--- config.mk ---
export PLATFORM = sky130hd
export DESIGN_NAME = fetch_queue_flat
export DESIGN_NICKNAME = d
export VERILOG_FILES = /design/src/rtl/cpu_pkg.sv /design/src/rtl/fetch_queue_if.sv /design/src/rtl/fq_mem.sv /design/src/rtl/fetch_queue.sv /design/src/flat_wrapper.sv
export SDC_FILE = /design/constraint.sdc
export NUM_CORES = 2
export LEC_CHECK = 0
export ABC_CLOCK_PERIOD_IN_PS = 3200
export BUFFER_PORTS_ARGS = -buffer_cell sky130_fd_sc_hd__buf_2
export CAP_MARGIN = 20
export CORE_MARGIN = 8
export CORE_UTILIZATION = 55
export DETAILED_ROUTE_END_ITERATION = 12
export HOLD_SLACK_MARGIN = 0.15
export PLACE_DENSITY = 0.81
export SYNTH_ARGS = -nofsm -noshare
export SYNTH_HDL_FRONTEND = slang
export SYNTH_SLANG_ARGS = --single-unit
--- constraint.sdc ---
create_clock -name clk -period 3.2 [get_ports clk]
set_input_delay 0.16 -clock clk [delete_from_list [all_inputs] [get_ports clk]]
set_output_delay 0.16 -clock clk [all_outputs]
set_load 0.1 [all_outputs]
--- src/rtl/cpu_pkg.sv ---
// Shared CPU definitions: the NOP encoding and the fetch-queue entry layout.
package cpu_pkg;

  localparam int          CPU_XLEN   = 32;
  localparam logic [31:0] NOP_INSTR  = 32'b0;
  localparam int          FQ_ENTRY_W = CPU_XLEN + CPU_XLEN + 1;

  typedef struct packed {
    logic [CPU_XLEN-1:0] instr;
    logic [CPU_XLEN-1:0] pc;
    logic                bp;
  } fq_entry_t;

endpackage

--- src/rtl/fetch_queue_if.sv ---
// Fetch/issue-side signal bundle of the fetch queue; master = fetch+issue, slave = queue.
interface fetch_queue_if #(
  parameter int DEPTH = 8,
  parameter int XLEN  = 32
);
  localparam int CW = $clog2(DEPTH) + 1;

  logic            fq_in_valid1;
  logic            fq_in_valid2;
  logic [XLEN-1:0] fq_in_instr1;
  logic [XLEN-1:0] fq_in_instr2;
  logic [XLEN-1:0] fq_in_pc1;
  logic [XLEN-1:0] fq_in_pc2;
  logic            fq_in_bp1;
  logic            fq_in_bp2;
  logic            fq_in_ready;
  logic            fq_out_valid1;
  logic            fq_out_valid2;
  logic [XLEN-1:0] fq_out_instr1;
  logic [XLEN-1:0] fq_out_instr2;
  logic [XLEN-1:0] fq_out_pc1;
  logic [XLEN-1:0] fq_out_pc2;
  logic            fq_out_bp1;
  logic            fq_out_bp2;
  logic [1:0]      fq_pop;
  logic            stall;
  logic            flush_signal1;
  logic            flush_signal2;
  logic [CW-1:0]   fq_count;

  modport master (
    output fq_in_valid1, fq_in_valid2, fq_in_instr1, fq_in_instr2,
           fq_in_pc1, fq_in_pc2, fq_in_bp1, fq_in_bp2,
           fq_pop, stall, flush_signal1, flush_signal2,
    input  fq_in_ready, fq_out_valid1, fq_out_valid2, fq_out_instr1, fq_out_instr2,
           fq_out_pc1, fq_out_pc2, fq_out_bp1, fq_out_bp2, fq_count
  );

  modport slave (
    input  fq_in_valid1, fq_in_valid2, fq_in_instr1, fq_in_instr2,
           fq_in_pc1, fq_in_pc2, fq_in_bp1, fq_in_bp2,
           fq_pop, stall, flush_signal1, flush_signal2,
    output fq_in_ready, fq_out_valid1, fq_out_valid2, fq_out_instr1, fq_out_instr2,
           fq_out_pc1, fq_out_pc2, fq_out_bp1, fq_out_bp2, fq_count
  );

endinterface

--- src/rtl/fq_mem.sv ---
// Fetch-queue storage: DEPTH entries, two write ports (tail, tail+1), two read ports (head, head+1).
module fq_mem #(
  parameter int DEPTH = 8,
  parameter int AW    = 3,
  parameter int W     = 65
) (
  input  logic          clk,
  input  logic          rstn,
  input  logic          we0_i,
  input  logic [AW-1:0] waddr0_i,
  input  logic [W-1:0]  wdata0_i,
  input  logic          we1_i,
  input  logic [AW-1:0] waddr1_i,
  input  logic [W-1:0]  wdata1_i,
  input  logic [AW-1:0] raddr0_i,
  input  logic [AW-1:0] raddr1_i,
  output logic [W-1:0]  rdata0_o,
  output logic [W-1:0]  rdata1_o
);

  logic [W-1:0] mem_q [DEPTH];

  // The two write addresses are always distinct (tail and tail+1).
  always_ff @(posedge clk or negedge rstn) begin
    if (!rstn) begin
      for (int i = 0; i < DEPTH; i++) begin
        mem_q[i] <= '0;
      end
    end else begin
      if (we0_i) begin
        mem_q[waddr0_i] <= wdata0_i;
      end
      if (we1_i) begin
        mem_q[waddr1_i] <= wdata1_i;
      end
    end
  end

  assign rdata0_o = mem_q[raddr0_i];
  assign rdata1_o = mem_q[raddr1_i];

endmodule

--- src/rtl/fetch_queue.sv ---
// Dual-issue fetch queue: 2-wide compacted push, 0..2 pop, flush, occupancy count.
// Optional same-cycle bypass of an empty queue under `FETCH_QUEUE_BYPASS_EN.
module fetch_queue
  import cpu_pkg::*;
#(
  parameter int DEPTH = 8,
  parameter int XLEN  = 32
) (
  input logic         clk,
  input logic         rstn,
  fetch_queue_if.slave fq
);

  localparam int AW = $clog2(DEPTH);
  localparam int CW = AW + 1;
  localparam int W  = XLEN + XLEN + 1;

  logic [AW-1:0] head_q, head_d, tail_q, tail_d;
  logic [CW-1:0] count_q, count_d;

  logic          flush_s, byp_s, we0_s, we1_s;
  logic [1:0]    push_num_s, pop_req_s, pop_num_s, byp_pop_s, wr_num_s;
  logic [W-1:0]  slot1_s, slot2_s, first_s, wdata0_s;
  logic [W-1:0]  rdata0_s, rdata1_s, out1_s, out2_s;
  logic          out_v1_s, out_v2_s;

  assign flush_s        = fq.flush_signal1 | fq.flush_signal2;
  assign fq.fq_in_ready = (count_q <= CW'(DEPTH - 2));
  assign fq.fq_count    = count_q;
  assign slot1_s        = {fq.fq_in_instr1, fq.fq_in_pc1, fq.fq_in_bp1};
  assign slot2_s        = {fq.fq_in_instr2, fq.fq_in_pc2, fq.fq_in_bp2};
  assign first_s        = fq.fq_in_valid1 ? slot1_s : slot2_s;

  // Push/pop amounts; in bypass, pops are satisfied from the incoming slots first.
  always_comb begin
    byp_s = 1'b0;
`ifdef FETCH_QUEUE_BYPASS_EN
    byp_s = (count_q == '0) && !flush_s;
`endif
    if (fq.fq_in_ready) begin
      push_num_s = {1'b0, fq.fq_in_valid1} + {1'b0, fq.fq_in_valid2};
    end else begin
      push_num_s = 2'd0;
    end
    if (fq.stall) begin
      pop_req_s = 2'd0;
    end else if (fq.fq_pop > 2'd2) begin
      pop_req_s = 2'd2;
    end else begin
      pop_req_s = fq.fq_pop;
    end
    if (CW'(pop_req_s) > count_q) begin
      pop_num_s = count_q[1:0];
    end else begin
      pop_num_s = pop_req_s;
    end
    if (!byp_s) begin
      byp_pop_s = 2'd0;
    end else if (pop_req_s > push_num_s) begin
      byp_pop_s = push_num_s;
    end else begin
      byp_pop_s = pop_req_s;
    end
    wr_num_s = push_num_s - byp_pop_s;
    if (byp_pop_s == 2'd1) begin
      wdata0_s = slot2_s;
    end else begin
      wdata0_s = first_s;
    end
  end

  assign we0_s = !flush_s && (wr_num_s != 2'd0);
  assign we1_s = !flush_s && (wr_num_s == 2'd2);

  // Pointer and count next state; flush wins over everything else.
  always_comb begin
    if (flush_s) begin
      head_d  = '0;
      tail_d  = '0;
      count_d = '0;
    end else begin
      head_d  = head_q + AW'(pop_num_s);
      tail_d  = tail_q + AW'(wr_num_s);
      count_d = count_q + CW'(wr_num_s) - CW'(pop_num_s);
    end
  end

  // Pointer and occupancy registers.
  always_ff @(posedge clk or negedge rstn) begin
    if (!rstn) begin
      head_q  <= '0;
      tail_q  <= '0;
      count_q <= '0;
    end else begin
      head_q  <= head_d;
      tail_q  <= tail_d;
      count_q <= count_d;
    end
  end

  fq_mem #(
    .DEPTH (DEPTH),
    .AW    (AW),
    .W     (W)
  ) u_mem (
    .clk      (clk),
    .rstn     (rstn),
    .we0_i    (we0_s),
    .waddr0_i (tail_q),
    .wdata0_i (wdata0_s),
    .we1_i    (we1_s),
    .waddr1_i (tail_q + AW'(1)),
    .wdata1_i (slot2_s),
    .raddr0_i (head_q),
    .raddr1_i (head_q + AW'(1)),
    .rdata0_o (rdata0_s),
    .rdata1_o (rdata1_s)
  );

  // Output slot selection; invalid slots present the all-zero NOP.
  always_comb begin
    if (byp_s) begin
      out_v1_s = (push_num_s != 2'd0);
      out_v2_s = (push_num_s == 2'd2);
      out1_s   = first_s;
      out2_s   = slot2_s;
    end else begin
      out_v1_s = (count_q != '0);
      out_v2_s = (count_q >= CW'(2));
      out1_s   = rdata0_s;
      out2_s   = rdata1_s;
    end
    fq.fq_out_valid1 = out_v1_s;
    fq.fq_out_valid2 = out_v2_s;
    if (out_v1_s) begin
      fq.fq_out_instr1 = out1_s[W-1 -: XLEN];
      fq.fq_out_pc1    = out1_s[XLEN -: XLEN];
      fq.fq_out_bp1    = out1_s[0];
    end else begin
      fq.fq_out_instr1 = XLEN'(NOP_INSTR);
      fq.fq_out_pc1    = '0;
      fq.fq_out_bp1    = 1'b0;
    end
    if (out_v2_s) begin
      fq.fq_out_instr2 = out2_s[W-1 -: XLEN];
      fq.fq_out_pc2    = out2_s[XLEN -: XLEN];
      fq.fq_out_bp2    = out2_s[0];
    end else begin
      fq.fq_out_instr2 = XLEN'(NOP_INSTR);
      fq.fq_out_pc2    = '0;
      fq.fq_out_bp2    = 1'b0;
    end
  end

endmodule

--- src/flat_wrapper.sv ---
// flat-port wrapper written by rule: the top's interface ports become plain ports
module fetch_queue_flat import cpu_pkg::*;
#(
  parameter int DEPTH = 8,
  parameter int XLEN  = 32
)
  (clk, rstn, fq_fq_in_valid1, fq_fq_in_valid2, fq_fq_in_instr1, fq_fq_in_instr2, fq_fq_in_pc1, fq_fq_in_pc2, fq_fq_in_bp1, fq_fq_in_bp2, fq_fq_pop, fq_stall, fq_flush_signal1, fq_flush_signal2, fq_fq_in_ready, fq_fq_out_valid1, fq_fq_out_valid2, fq_fq_out_instr1, fq_fq_out_instr2, fq_fq_out_pc1, fq_fq_out_pc2, fq_fq_out_bp1, fq_fq_out_bp2, fq_fq_count);
  fetch_queue_if #(.DEPTH(DEPTH), .XLEN(XLEN)) fq_i ();
  input logic clk;
  input logic rstn;
  input wire logic [$bits(fq_i.fq_in_valid1)-1:0] fq_fq_in_valid1;
  input wire logic [$bits(fq_i.fq_in_valid2)-1:0] fq_fq_in_valid2;
  input wire logic [$bits(fq_i.fq_in_instr1)-1:0] fq_fq_in_instr1;
  input wire logic [$bits(fq_i.fq_in_instr2)-1:0] fq_fq_in_instr2;
  input wire logic [$bits(fq_i.fq_in_pc1)-1:0] fq_fq_in_pc1;
  input wire logic [$bits(fq_i.fq_in_pc2)-1:0] fq_fq_in_pc2;
  input wire logic [$bits(fq_i.fq_in_bp1)-1:0] fq_fq_in_bp1;
  input wire logic [$bits(fq_i.fq_in_bp2)-1:0] fq_fq_in_bp2;
  input wire logic [$bits(fq_i.fq_pop)-1:0] fq_fq_pop;
  input wire logic [$bits(fq_i.stall)-1:0] fq_stall;
  input wire logic [$bits(fq_i.flush_signal1)-1:0] fq_flush_signal1;
  input wire logic [$bits(fq_i.flush_signal2)-1:0] fq_flush_signal2;
  output wire logic [$bits(fq_i.fq_in_ready)-1:0] fq_fq_in_ready;
  output wire logic [$bits(fq_i.fq_out_valid1)-1:0] fq_fq_out_valid1;
  output wire logic [$bits(fq_i.fq_out_valid2)-1:0] fq_fq_out_valid2;
  output wire logic [$bits(fq_i.fq_out_instr1)-1:0] fq_fq_out_instr1;
  output wire logic [$bits(fq_i.fq_out_instr2)-1:0] fq_fq_out_instr2;
  output wire logic [$bits(fq_i.fq_out_pc1)-1:0] fq_fq_out_pc1;
  output wire logic [$bits(fq_i.fq_out_pc2)-1:0] fq_fq_out_pc2;
  output wire logic [$bits(fq_i.fq_out_bp1)-1:0] fq_fq_out_bp1;
  output wire logic [$bits(fq_i.fq_out_bp2)-1:0] fq_fq_out_bp2;
  output wire logic [$bits(fq_i.fq_count)-1:0] fq_fq_count;
  assign fq_i.fq_in_valid1 = fq_fq_in_valid1;
  assign fq_i.fq_in_valid2 = fq_fq_in_valid2;
  assign fq_i.fq_in_instr1 = fq_fq_in_instr1;
  assign fq_i.fq_in_instr2 = fq_fq_in_instr2;
  assign fq_i.fq_in_pc1 = fq_fq_in_pc1;
  assign fq_i.fq_in_pc2 = fq_fq_in_pc2;
  assign fq_i.fq_in_bp1 = fq_fq_in_bp1;
  assign fq_i.fq_in_bp2 = fq_fq_in_bp2;
  assign fq_i.fq_pop = fq_fq_pop;
  assign fq_i.stall = fq_stall;
  assign fq_i.flush_signal1 = fq_flush_signal1;
  assign fq_i.flush_signal2 = fq_flush_signal2;
  assign fq_fq_in_ready = fq_i.fq_in_ready;
  assign fq_fq_out_valid1 = fq_i.fq_out_valid1;
  assign fq_fq_out_valid2 = fq_i.fq_out_valid2;
  assign fq_fq_out_instr1 = fq_i.fq_out_instr1;
  assign fq_fq_out_instr2 = fq_i.fq_out_instr2;
  assign fq_fq_out_pc1 = fq_i.fq_out_pc1;
  assign fq_fq_out_pc2 = fq_i.fq_out_pc2;
  assign fq_fq_out_bp1 = fq_i.fq_out_bp1;
  assign fq_fq_out_bp2 = fq_i.fq_out_bp2;
  assign fq_fq_count = fq_i.fq_count;
  fetch_queue #(.DEPTH(DEPTH), .XLEN(XLEN)) u_core (.clk(clk), .rstn(rstn), .fq(fq_i));
endmodule
==> impl_metrics.tcl <==
set metrics [dict create \
    run_status "complete, no violations" \
    drt-pass1-iter-count 6 \
    nets 4196 \
    syn_nets 4143 \
    worst_slack_ns 0.0482 \
    fill_cells 4959 \
    synth_top_area_share_pct 36.9 \
    vias 35700 \
    tightestPinTransition_ns 1.14 \
    ys.flop_type "dfrtp_1" \
    met2_usage_pct 50.9 \
    place_ws_ns 0.192 \
    numCtsBuffers 59 \
    seq_area_frac_synth_pct 36.9 \
    ir_worst_vdd_v 0.00130 \
    coreArea_mm2 0.0646 \
    power_density_mw_per_mm2 874 \
    synth_cell_types 50 \
    synthTopCellsByCount "722 x nand2_1, 587 x a21oi_1, 531 x o21ai_0" \
    routabilityCongestion 0.839 \
    maxSlewHeadroom_pct 24.2 \
    avgRoutedWirePerCell_um 26.6 \
    combPwrFrac_pct 53.2 \
    via_per_inst 7.23 \
    switching_share_pct 50.9 \
    io_buffers 275 \
    ys_top_cells_by_area "dfrtp_1 37%, mux4_2 16%, a21oi_1 8.2%" \
    die-height_um 272 \
    syn_area_mm2 0.0359 \
    power_leakage_nw 16.2 \
    clock_skew_ns 0.0141 \
    cts.sink_count 530 \
    start_kind "register" \
    rr_endpoint "u_core.u_mem.mem_q[203]" \
    crit_path_end_kind "primary output" \
    multiInputGateArea_mm2 0.0210 \
    crit_fanout 44 \
    clkPwrFrac_pct 19.4 \
    finalMaxSlewViolations 0 \
    grt_use_total_pct 33.4 \
    rr_worst_depth 7 \
    yosysMostFrequentCell "nand2_1" \
    cap_violations 0 \
    antenna_found_initial 5 \
    path_class "register to primary output" \
    dp_cells 4713 \
    grt_pass1_vias 35100 \
    clockRootBuffer "clkbuf_16" \
    synth.largest_area_cell "dfrtp_1" \
    pwr-share-seq_pct 27.4 \
    hold_violations 0 \
    ff2ff_setup_slack_ns 0.12 \
    syn_inst 3986 \
    register_area_mm2 0.0133 \
    async_flop_share_pct 100 \
    rows 93 \
    boundaryPins 276 \
    cts_buffer_depth 3 \
    worstPathRequired_ns 3.04 \
    cp.arrival_ns 2.99 \
    grt.busiest_layer "met2" \
    first_iter_violations 5877 \
    ys_warn_count 0 \
    grt_pass1_wl_um 200000 \
    grt.overflow.total 0 \
    rsz0062_at_grt "false" \
    period_minus_slack_ns 3.15 \
    fmax_ghz 0.317 \
    power.switching_mw 18.6 \
    hold_path.class "primary input to register" \
    p_total_mw 36.6 \
    grt_util_met1_pct 44.4 \
    cts_max_level 2 \
    crit_end "fq_fq_out_instr1[13]" \
    fin_cells 4939 \
    min_period_over_period_pct 98.5 \
    avgSynthCellArea_um2 9.02 \
    grtUsageMet3_pct 8.69 \
    p_int_mw 18.0 \
    syn_to_final_growth_pct 16.5 \
    drive_above_1_share_pct 27.7 \
    grt_max_degree 132 \
    synth-edff-count 0 \
    postRouteAntennaNets 0 \
    drcViolationCount 0 \
    tritoncts "built" \
    dieWidth_um 272 \
    ys_seq_elements 530 \
    dp_hpwl_um 71100 \
    dieArea_mm2 0.0738 \
    clock_latency_ns 0.64 \
    initial_core_util_pct 55.6 \
    crit_start "u_core.head_q[0]" \
    r2r-start "u_core.fq.fq_count[3]" \
    hold_path_depth 5 \
    finalWirelength_um 131000 \
    clk_pin_slew_ns 0.06 \
    setup_viol 0 \
]
## area by class of cell
class,instances,area share (%)
multi-input combinational,2941,50.1
sequential,530,31.7
timing repair buffer,495,10.8
clock buffer,87,4.16
tap,855,2.56
clock inverter,17,0.529
inverter,12,0.108
antenna,2,0.0120
## cells by family (layout without fill, tap and decap cells)
kind of cell    count (synthesis)  count (layout)  synth area share, %
xor+xnor                        8               8                0.237
compound gates               1584            1584                 25.9
buf+inv                       515             611                 5.96
mux                           394             394                 20.0
simple gates                  937             937                 10.3
fa+ha+maj                      18              18                0.710
other cells                     0               2                    0
flops                         530             530                 36.9
## registers in the layout (all words and copies together) (netlist names)
register,flops
u_core.head_q,3
u_core.u_mem.mem_q,520
u_core.fq.fq_count,4
u_core.tail_q,3
## worst min-delay path by stage
stage | start | end | slack [ns]
after floorplan | rstn | u_core.fq.fq_count[0] | -0.14
after global placement | rstn | u_core.u_mem.mem_q[452] | 0.26
after detailed placement | rstn | u_core.u_mem.mem_q[62] | 0.25
after CTS | fq_fq_in_pc1[14] | u_core.u_mem.mem_q[80] | 0.15
after global routing | fq_fq_in_pc1[14] | u_core.u_mem.mem_q[15] | 0.20
final | fq_fq_in_instr1[0] | u_core.u_mem.mem_q[98] | 0.17
## worst max-delay path, cell delays in order (launching register included)
cell     delay [ns]
dfrtp_4        0.54
buf_4          0.18
buf_12         0.27
mux4_2         0.57
mux2i_1        0.35
nor2_1         0.07
buf_2          0.30
## routing by layer
metal / vias up / wire, µm
met5: - / 56
met4: 4 / 6460
met3: 590 / 19200
met2: 3246 / 59100
met1: 17200 / 46500
li1: 14700 / -
## cells in the final DEF, fill, tap and decap left out, types with 3 or more instances in the layout
cell / n
clkbuf_4: 3
dfrtp_4: 4
o21ai_1: 105
nand3_1: 51
a2111oi_4: 6
nor3_1: 17
a21boi_4: 3
and2_4: 4
inv_6: 3
nor2_1: 122
mux2_2: 5
nor2b_1: 3
dfrtp_2: 4
clkbuf_8: 16
dfrtp_1: 522
mux2i_1: 129
a31o_2: 272
bufinv_16: 5
buf_12: 75
buf_6: 10
clkbuf_16: 64
fa_1: 4
mux4_2: 260
o31ai_1: 67
buf_16: 4
buf_2: 239
and2_1: 6
xnor2_1: 3
inv_1: 11
a21oi_1: 521
buf_4: 55
ha_1: 13
clkinv_2: 9
o21ai_0: 530
nand2_1: 721
a21oi_2: 65
dlygate4sd3_1: 102
clkbuf_1: 12
## stage by stage
step,area [µm²],TNS (ns),utilization (%),hold slack [ns]
floorplan,36200,-0.197,-,-0.136
global placement,38500,0,59.6,0.260
detailed placement,38500,0,59.6,0.254
CTS,41600,-1.14,64.4,0.150
global route,41900,0,64.8,0.198
finish,41900,0,64.8,0.170
## repair_timing
action,in CTS,in global routing
hold buffers,102,0
endpoints found under the setup margin,52,75
hold endpoints to repair,789,0
pin swaps,0,3
buffers inserted,0,12
cloned,0,6
gates resized for setup,26,15
## power groups by stage
stage / clock network [mW] / logic, mW / registers (mW)
after CTS: 7.10 / 19.1 / 9.87
after floorplan: 0 / 14.7 / 9.57
after global routing: 7.33 / 20.2 / 10.1
after global placement: 0 / 18.6 / 9.85
final: 7.10 / 19.5 / 10.0
after detailed placement: 0 / 18.9 / 9.94
(Power assumes the default switching activity.)
